==> config.mk <==
export PLATFORM = sky130hd
export DESIGN_NAME = ones_comp_serial_sub
export DESIGN_NICKNAME = d
export VERILOG_FILES = /design/src/rtl/ones_comp_serial_sub.sv
export SDC_FILE = /design/constraint.sdc
export NUM_CORES = 1
export LEC_CHECK = 0
export CORE_ASPECT_RATIO = 0.7
export CORE_MARGIN = 2
export CORE_UTILIZATION = 55
export CTS_CLUSTER_DIAMETER = 200
export DETAILED_ROUTE_END_ITERATION = 16
export PLACE_DENSITY = 0.81
export SLEW_MARGIN = 0
export SYNTH_ARGS = -nofsm -noshare
export SYNTH_HDL_FRONTEND = slang
export SYNTH_SLANG_ARGS = --single-unit
==> constraint.sdc <==
create_clock -name clk -period 4.7 [get_ports clk]
set_clock_uncertainty 0.1 [all_clocks]
set_input_delay 0.705 -clock clk [delete_from_list [all_inputs] [get_ports clk]]
set_output_delay 0.705 -clock clk [all_outputs]
set_load 0.1 [all_outputs]
==> src/rtl/ones_comp_serial_sub.sv <==
// Bit-serial ones' complement subtractor: Diff = A - B computed as A + ~B
// with end-around carry, one bit per clock, LSB first. A second serial pass
// (WRAP) folds the end-around carry back in when the first pass carries out.
module ones_comp_serial_sub #(
  parameter int unsigned WIDTH = 4
) (
  input  logic             clk,
  input  logic             rst_n,
  input  logic             start,
  input  logic [WIDTH-1:0] A,
  input  logic [WIDTH-1:0] B,
  output logic             busy,
  output logic             done,
  output logic [WIDTH-1:0] Diff,
  output logic             negative,
  output logic             neg_zero,
  output logic             overflow
);

  localparam int unsigned CW = (WIDTH > 1) ? $clog2(WIDTH) : 1;

  typedef enum logic [1:0] {
    IDLE,
    SUB,
    WRAP,
    DONE
  } state_t;

  state_t           state, state_nxt;
  logic [WIDTH-1:0] a_sr, b_sr, r_sr, r_nxt;
  logic             carry, carry_nxt;
  logic             a_sign, b_sign;
  logic [CW-1:0]    cnt;
  logic             last_bit;
  logic             sum_bit;

  assign last_bit = (cnt == CW'(WIDTH - 1));
  assign busy     = (state != IDLE);
  assign done     = (state == DONE);

  // State register.
  always_ff @(posedge clk or negedge rst_n) begin
    if (!rst_n) state <= IDLE;
    else        state <= state_nxt;
  end

  // Next state plus the serial full-adder slice. WRAP reuses the same result
  // rotation with b=0; the SUB carry-out (1 when WRAP is taken) is exactly the
  // carry-in that WRAP needs at bit 0.
  always_comb begin
    state_nxt = state;
    sum_bit   = 1'b0;
    carry_nxt = carry;
    r_nxt     = r_sr;
    case (state)
      IDLE: if (start) state_nxt = SUB;
      SUB: begin
        sum_bit   = a_sr[0] ^ b_sr[0] ^ carry;
        carry_nxt = (a_sr[0] & b_sr[0]) | (a_sr[0] & carry) | (b_sr[0] & carry);
        r_nxt     = {sum_bit, r_sr[WIDTH-1:1]};
        if (last_bit) state_nxt = carry_nxt ? WRAP : DONE;
      end
      WRAP: begin
        sum_bit   = r_sr[0] ^ carry;
        carry_nxt = r_sr[0] & carry;
        r_nxt     = {sum_bit, r_sr[WIDTH-1:1]};
        if (last_bit) state_nxt = DONE;
      end
      DONE: state_nxt = IDLE;
      default: state_nxt = IDLE;
    endcase
  end

  // Operand/result shift registers, carry and bit counter.
  always_ff @(posedge clk or negedge rst_n) begin
    if (!rst_n) begin
      a_sr   <= '0;
      b_sr   <= '0;
      r_sr   <= '0;
      carry  <= 1'b0;
      cnt    <= '0;
      a_sign <= 1'b0;
      b_sign <= 1'b0;
    end else begin
      case (state)
        IDLE: begin
          if (start) begin
            a_sr   <= A;
            b_sr   <= ~B;
            a_sign <= A[WIDTH-1];
            b_sign <= B[WIDTH-1];
            r_sr   <= '0;
            carry  <= 1'b0;
            cnt    <= '0;
          end
        end
        SUB: begin
          a_sr  <= a_sr >> 1;
          b_sr  <= b_sr >> 1;
          r_sr  <= r_nxt;
          carry <= carry_nxt;
          cnt   <= last_bit ? '0 : cnt + CW'(1);
        end
        WRAP: begin
          r_sr  <= r_nxt;
          carry <= carry_nxt;
          cnt   <= last_bit ? '0 : cnt + CW'(1);
        end
        default: ;
      endcase
    end
  end

  // Result and flags load together on the edge that enters DONE, then hold.
  always_ff @(posedge clk or negedge rst_n) begin
    if (!rst_n) begin
      Diff     <= '0;
      negative <= 1'b0;
      neg_zero <= 1'b0;
      overflow <= 1'b0;
    end else if (state_nxt == DONE && state != DONE) begin
      Diff     <= r_nxt;
      negative <= r_nxt[WIDTH-1];
      neg_zero <= &r_nxt;
      overflow <= (a_sign ^ b_sign) & (r_nxt[WIDTH-1] ^ a_sign);
    end
  end

endmodule

==> results of run 1 <==
[cells in the final DEF (no fill, tap or decap), types with 3 or more instances in the layout]
| cell type | instances |
|---|---|
| nand3_1 | 4 |
| nand2_1 | 9 |
| nand2b_1 | 5 |
| o21ai_1 | 3 |
| a21oi_1 | 11 |
| clkdlybuf4s50_1 | 19 |
| a22o_1 | 6 |
| nor2_1 | 5 |
| dfrtp_1 | 25 |
| mux2i_1 | 4 |
| o21ai_0 | 7 |
| clkbuf_4 | 3 |
| a31oi_1 | 8 |
| ha_1 | 7 |
| o22ai_1 | 10 |
| inv_1 | 6 |
[synth_stat cells, types with 2 or more instances]
library cell and instances:
a31oi_1 8, o21ai_1 3, inv_1 6, and2b_2 2, buf_2 2, nand2_1 9
o211ai_1 2, nand2b_1 5, nand3_1 4, mux2i_1 4, o21ai_0 7, a22o_1 6
a21oi_1 11, and2_1 2, ha_1 7, mux2_1 2, dfrtp_1 25, o22ai_1 10
clkbuf_1 4, nor2_1 5
[layout make-up]
| type | instances | area (sq um) | share of cell area [%] |
|---|---|---|---|
| clock buffer | 4 | 26.3 | 1.64 |
| sequential | 25 | 626 | 39.1 |
| timing repair buffer | 19 | 190 | 11.9 |
| multi-input combinational | 98 | 688 | 43.0 |
| inverter | 7 | 26.3 | 1.64 |
| tap | 34 | 42.5 | 2.66 |
[cell families after synthesis]
| group | after synthesis | share of synthesized area (%) |
|---|---|---|
| simple gates | 30 | 11.4 |
| compound gates | 53 | 25.9 |
| mux | 7 | 5.52 |
| flops | 25 | 45.2 |
| buf+inv | 15 | 5.06 |
| xor+xnor | 1 | 0.633 |
| fa+ha+maj | 7 | 6.33 |
[sequential cells by signal (all words and copies together) (netlist names)]
name and flops:
Diff 4, a_sr 4, b_sr 4, r_sr 4, cnt 2, state 2, a_sign 1, b_sign 1
carry 1, neg_zero 1, overflow 1
[worst max-delay path by stage]
stage                                   start  endpoint  slack, ns  cells past startpoint
after floorplan           Diff[3]$_DFFE_PN0P_   Diff[3]       2.55                      1
after global placement     state[0]$_DFF_PN0_      busy       1.68                      4
after detailed placement   state[0]$_DFF_PN0_      busy       1.59                      4
after CTS                  state[0]$_DFF_PN0_      busy       1.21                      4
after global routing       state[0]$_DFF_PN0_      busy       1.03                      4
final                      state[0]$_DFF_PN0_      busy       1.20                      4
[critical path, delay by kind of cell (launching register included)]
kind                     cells  cell delay (ns)
buffers and inverters        3             1.25
flip-flops                   1             0.44
adder cells (fa/ha/maj)      1             0.68
[per-layer routing]
layer / vias to the layer above / wire length (um) / GRT usage [%]
met4: 0 / 30 / 7.39
met1: 554 / 1450 / 31.9
met2: 34 / 1370 / 36.7
met5: - / 0 / 0
met3: 5 / 185 / 5.45
li1: 541 / - / -
[per-stage QoR]
step / hold WS (ns) / utilization [%] / cell area, sq um / setup slack (ns)
after floorplan: 0.309 / - / 1380 / 2.55
final: 0.420 / 66.0 / 1600 / 1.20
after detailed placement: 0.396 / 65.0 / 1570 / 1.59
after CTS: 0.426 / 66.0 / 1600 / 1.21
after global routing: 0.452 / 66.0 / 1600 / 1.03
after global placement: 0.387 / 65.0 / 1570 / 1.68
==> summary.md, run 1 <==
| Metric | Value |
|---|---|
| Area leader, netlist | dfrtp_1 |
| Vias in the first global route | 1064 |
| Worst Min Path Start | cnt[1]$_DFFE_PN0P_ |
| Max_slew headroom | 26.6% |
| DIE WIDTH | 64.0 um |
| Yosys reg bits | 25 |
| Sink Count | 25 |
| Run status | finished, final reports clean |
| Final non-filler cell total | 187 |
| Row cnt | 15 |
| Port Buffers | 19 |
| Ant diodes | 0 |
| Post-Syn Nets | 156 |
| Primary FF master, synth | dfrtp_1 |
| Worst-margin pin slew | 1.10 ns |
| Core area | 2420 sq um |
| Critical Path Start Type | flip-flop |
| GR Overflow Total | 0 |
| Max Fclk | 0.286 GHz |
| Starting DRT DRC Count | 120 |
| H-tree level count | 1 |
| Clk Latency, worst-skew pair | 0.32 ns |
| CP Cell Sequence | inv_1 > ha_1 > inv_2 > clkdlybuf4s50_1 |
| # setup viols final | 0 |
| Synth area leaders | dfrtp_1 (45%), ha_1 (6.3%), o22ai_1 (4.5%) |
| Hold Vio Cnt, Final | 0 |
| RSZ-0062 raised after global routing | no |
| Initial antenna violation count | 0 |
| DPL Wire Length | 2270 um |
| DRT Wirelength | 3040 um |
| Post-synth top area share | 45.2% |
| Post-Syn Instances | 138 |
| Placed cells | 183 |
| CTS tree | built |
| Period utilisation layout | 74.5% |
| Hold Path Class | reg2reg |
| Fill cells | 191 |
| Area of the die | 2940 sq um |
| Yosys warns | 0 |
| EDFF count, synth | 0 |
| Root Driver | clkbuf_4 |
| Vias post-DR | 1134 |
| DRC | 0 |
| R2r setup slk | 2.01 ns |
| Layout cells sized above 1 | 5.88% |
| R2R depth | 6 |
| Clock buffer count from CTS | 3 |
| Mean post-synth cell area | 10.0 sq um |
| Wire length of the first global-routing pass | 5040 um |
| CTS max path bufs | 2 |
| Min Tclk post-route | 3.50 ns |
| Worst hold path endpoint | cnt[1]$_DFFE_PN0P_ |
| DR vias/cell | 6.06 |
| CP peak stage delay | 1.00 ns |
| CTS clk-pin slew, worst paths | 0.13 ns |
| Mapped Area | 1380 sq um |
| Die Height | 46.0 um |
| Setup_tns | 0 ns |
| Cell variety after synth | 34 |
| Layout Area Growth over Synthesis | 15.6% |
| Req. time, crit path | 3.89 ns |
| DR WL/cell | 16.3 um |
| Nets | 172 |
| R2r startpoint | state[0]$_DFF_PN0_ |
| Arr. time, crit path | 2.70 ns |
| Seq/Total Area, Yosys | 45.2% |
| Post_cts resized | 0 |
| I/O pins | 20 |
| Setup crit end kind | output pin |
| Starting Density | 57.2% |
| Slowest library cell on the worst path | clkdlybuf4s50_1 |
| CTS Hold Bufs | 0 |
| Setup bufs post-CTS | 0 |
| WS Path Type | reg2out |
| Critical-path maximum fanout | 20 |
| Worst reg2reg path endpoint | neg_zero$_DFFE_PN0P_ |
| Final Wtd Congestion | 0.844 |
| Total GRT Usage | 23.1% |
| Hold Crit Depth | 1 |
| Drt first pass iters | 5 |
| Max cap viols | 0 |
| Slew Limit Fails | 0 |
| Post-DRT Antenna Nets | 0 |
| Async S/R FF share, synth | 100% |
| Largest net degree at the start of global routing | 26 |
Power of run 1 is left out: the tool's default activity adds up to more than one toggle a clock period on the data nets, which glitch-free logic cannot reach.
==> inputs of run 2 (changes only) <==
CORE_UTILIZATION = 53   (was 55)
PLACE_DENSITY = 0.78   (was 0.81)
clock period = 3.4 ns   (was 4.7 ns; I/O delays follow)
==> summary.md, run 2 (synthesized netlist as in run 1, its figures left out) <==
| Metric | Value |
|---|---|
| Run status | finished, final reports clean (unchanged) |
| CP peak stage delay | 0.67 ns (was 1.00 ns) |
| Setup crit end kind | flip-flop (was output pin) |
| Drt first pass iters | 5 (unchanged) |
| Final Wtd Congestion | 0.836 (was 0.844) |
| # setup viols final | 0 (unchanged) |
| Placed cells | 184 (was 183) |
| Critical Path Start Type | flip-flop (unchanged) |
| Critical-path maximum fanout | 20 (unchanged) |
| Starting Density | 55.9% (was 57.2%) |
| DRC | 0 (unchanged) |
| Clk Latency, worst-skew pair | 0.26 ns (was 0.32 ns) |
| Hold Path Class | reg2reg (unchanged) |
| Port Buffers | 19 (unchanged) |
| Slowest library cell on the worst path | ha_1 (was clkdlybuf4s50_1) |
| CP Cell Sequence | inv_1 > ha_1 > o22ai_1 > a221oi_4 > and3_1 > mux2i_1 (was inv_1 > ha_1 > inv_2 > clkdlybuf4s50_1) |
| Sink Count | 25 (unchanged) |
| Slew Limit Fails | 0 (unchanged) |
| Ant diodes | 0 (unchanged) |
| Initial antenna violation count | 0 (unchanged) |
| Clock buffer count from CTS | 3 (unchanged) |
| Layout Area Growth over Synthesis | 17.1% (was 15.6%) |
| Req. time, crit path | 3.49 ns (was 3.89 ns) |
| Wire length of the first global-routing pass | 4840 um (was 5040 um) |
| Max_slew headroom | 34.6% (was 26.6%) |
| Final non-filler cell total | 188 (was 187) |
| Setup bufs post-CTS | 0 (unchanged) |
| DR WL/cell | 15.1 um (was 16.3 um) |
| CTS clk-pin slew, worst paths | 0.08 ns (was 0.13 ns) |
| Post_cts resized | 0 (unchanged) |
| CTS tree | built (unchanged) |
| Die Height | 46.8 um (was 46.0 um) |
| Total GRT Usage | 21.2% (was 23.1%) |
| DR vias/cell | 5.91 (was 6.06) |
| Max Fclk | 0.377 GHz |
| Period utilisation layout | 78.0% |
| WP buf/inv | 1 (was 3) |
| DPL Wire Length | 2130 um (was 2270 um) |
| DIE WIDTH | 65.1 um (was 64.0 um) |
| Vias post-DR | 1111 (was 1134) |
| Row cnt | 15 (unchanged) |
| DRT Wirelength | 2840 um (was 3040 um) |
| Starting DRT DRC Count | 76 (was 120) |
| Core area | 2480 sq um (was 2420 sq um) |
| Arr. time, crit path | 2.74 ns (was 2.70 ns) |
| Min Tclk post-route | 2.65 ns |
| Hold Vio Cnt, Final | 0 (unchanged) |
| Setup_tns | 0 ns (unchanged) |
| Commonest non-fill, non-tap cell in the layout | dfrtp_1 (unchanged) |
| Vias in the first global route | 1026 (was 1064) |
| CTS Hold Bufs | 0 (unchanged) |
| Post-DRT Antenna Nets | 0 (unchanged) |
| Nets | 173 (was 172) |
| Top delay family on crit path | adder cells (was buffers and inverters) |
| CTS max path bufs | 2 (unchanged) |
| GR Overflow Total | 0 (unchanged) |
| Root Driver | clkbuf_8 (was clkbuf_4) |
| Area of the die | 3040 sq um (was 2940 sq um) |
| Largest net degree at the start of global routing | 26 (unchanged) |
| WS Path Type | reg2reg (was reg2out) |
| H-tree level count | 1 (unchanged) |
| RSZ-0062 raised after global routing | no (unchanged) |
| Worst-margin pin slew | 0.978 ns (was 1.10 ns) |
| I/O pins | 20 (unchanged) |
| Layout cells sized above 1 | 7.79% (was 5.88%) |
| Max cap viols | 0 (unchanged) |
| Commonest non-fill, non-tap cells in the layout | dfrtp_1 (25), clkdlybuf4s50_1 (17), a21oi_1 (11) (was dfrtp_1 (25), clkdlybuf4s50_1 (19), a21oi_1 (11)) |
| Fill cells | 200 (was 191) |
-- run 2: path summary, 6_finish.rpt --
path,from,to,slack [ns],cells after the start
min in group asynchronous,rst_n,a_sr[3]$_DFFE_PN0P_,0.50,2
worst max-delay path,state[0]$_DFF_PN0_,neg_zero$_DFFE_PN0P_,0.75,6
worst min-delay path,cnt[1]$_DFFE_PN0P_,cnt[1]$_DFFE_PN0P_,0.41,1
worst max register to register,state[0]$_DFF_PN0_,neg_zero$_DFFE_PN0P_,0.75,6
worst min register to register,cnt[1]$_DFFE_PN0P_,cnt[1]$_DFFE_PN0P_,0.41,1
max in group asynchronous,rst_n,a_sr[1]$_DFFE_PN0P_,2.46,2
-- run 2: metrics by stage --
step | util (%) | setup slack, ns | hold WS, ns | cell area, sq um
final | 65.4 | 0.750 | 0.414 | 1620
after global routing | 65.4 | 0.591 | 0.445 | 1620
after CTS | 65.4 | 0.784 | 0.418 | 1620
after detailed placement | 63.6 | 0.810 | 0.391 | 1580
after global placement | 63.6 | 0.904 | 0.388 | 1580
after floorplan | - | 1.36 | 0.114 | 1380
-- run 2: per-layer routing --
| metal | vias up | GRT usage [%] | part of all wire, % |
|---|---|---|---|
| met2 | 35 | 34.0 | 43 |
| met5 | - | 0 | 0 |
| met3 | 2 | 4.56 | 5.3 |
| met1 | 528 | 30.8 | 51 |
| met4 | 0 | 3.75 | 0.46 |
| li1 | 546 | - | - |
-- run 2: area by class of cell --
| class | instances | area, sq um | share of cell area [%] |
|---|---|---|---|
| Inverter | 7 | 26.3 | 1.62 |
| Tap cell | 34 | 42.5 | 2.63 |
| Sequential cell | 25 | 626 | 38.6 |
| Clock buffer | 4 | 45.0 | 2.78 |
| Timing Repair Buffer | 20 | 193 | 11.9 |
| Multi-Input combinational cell | 98 | 688 | 42.5 |
Power of run 2 is left out for the same reason.
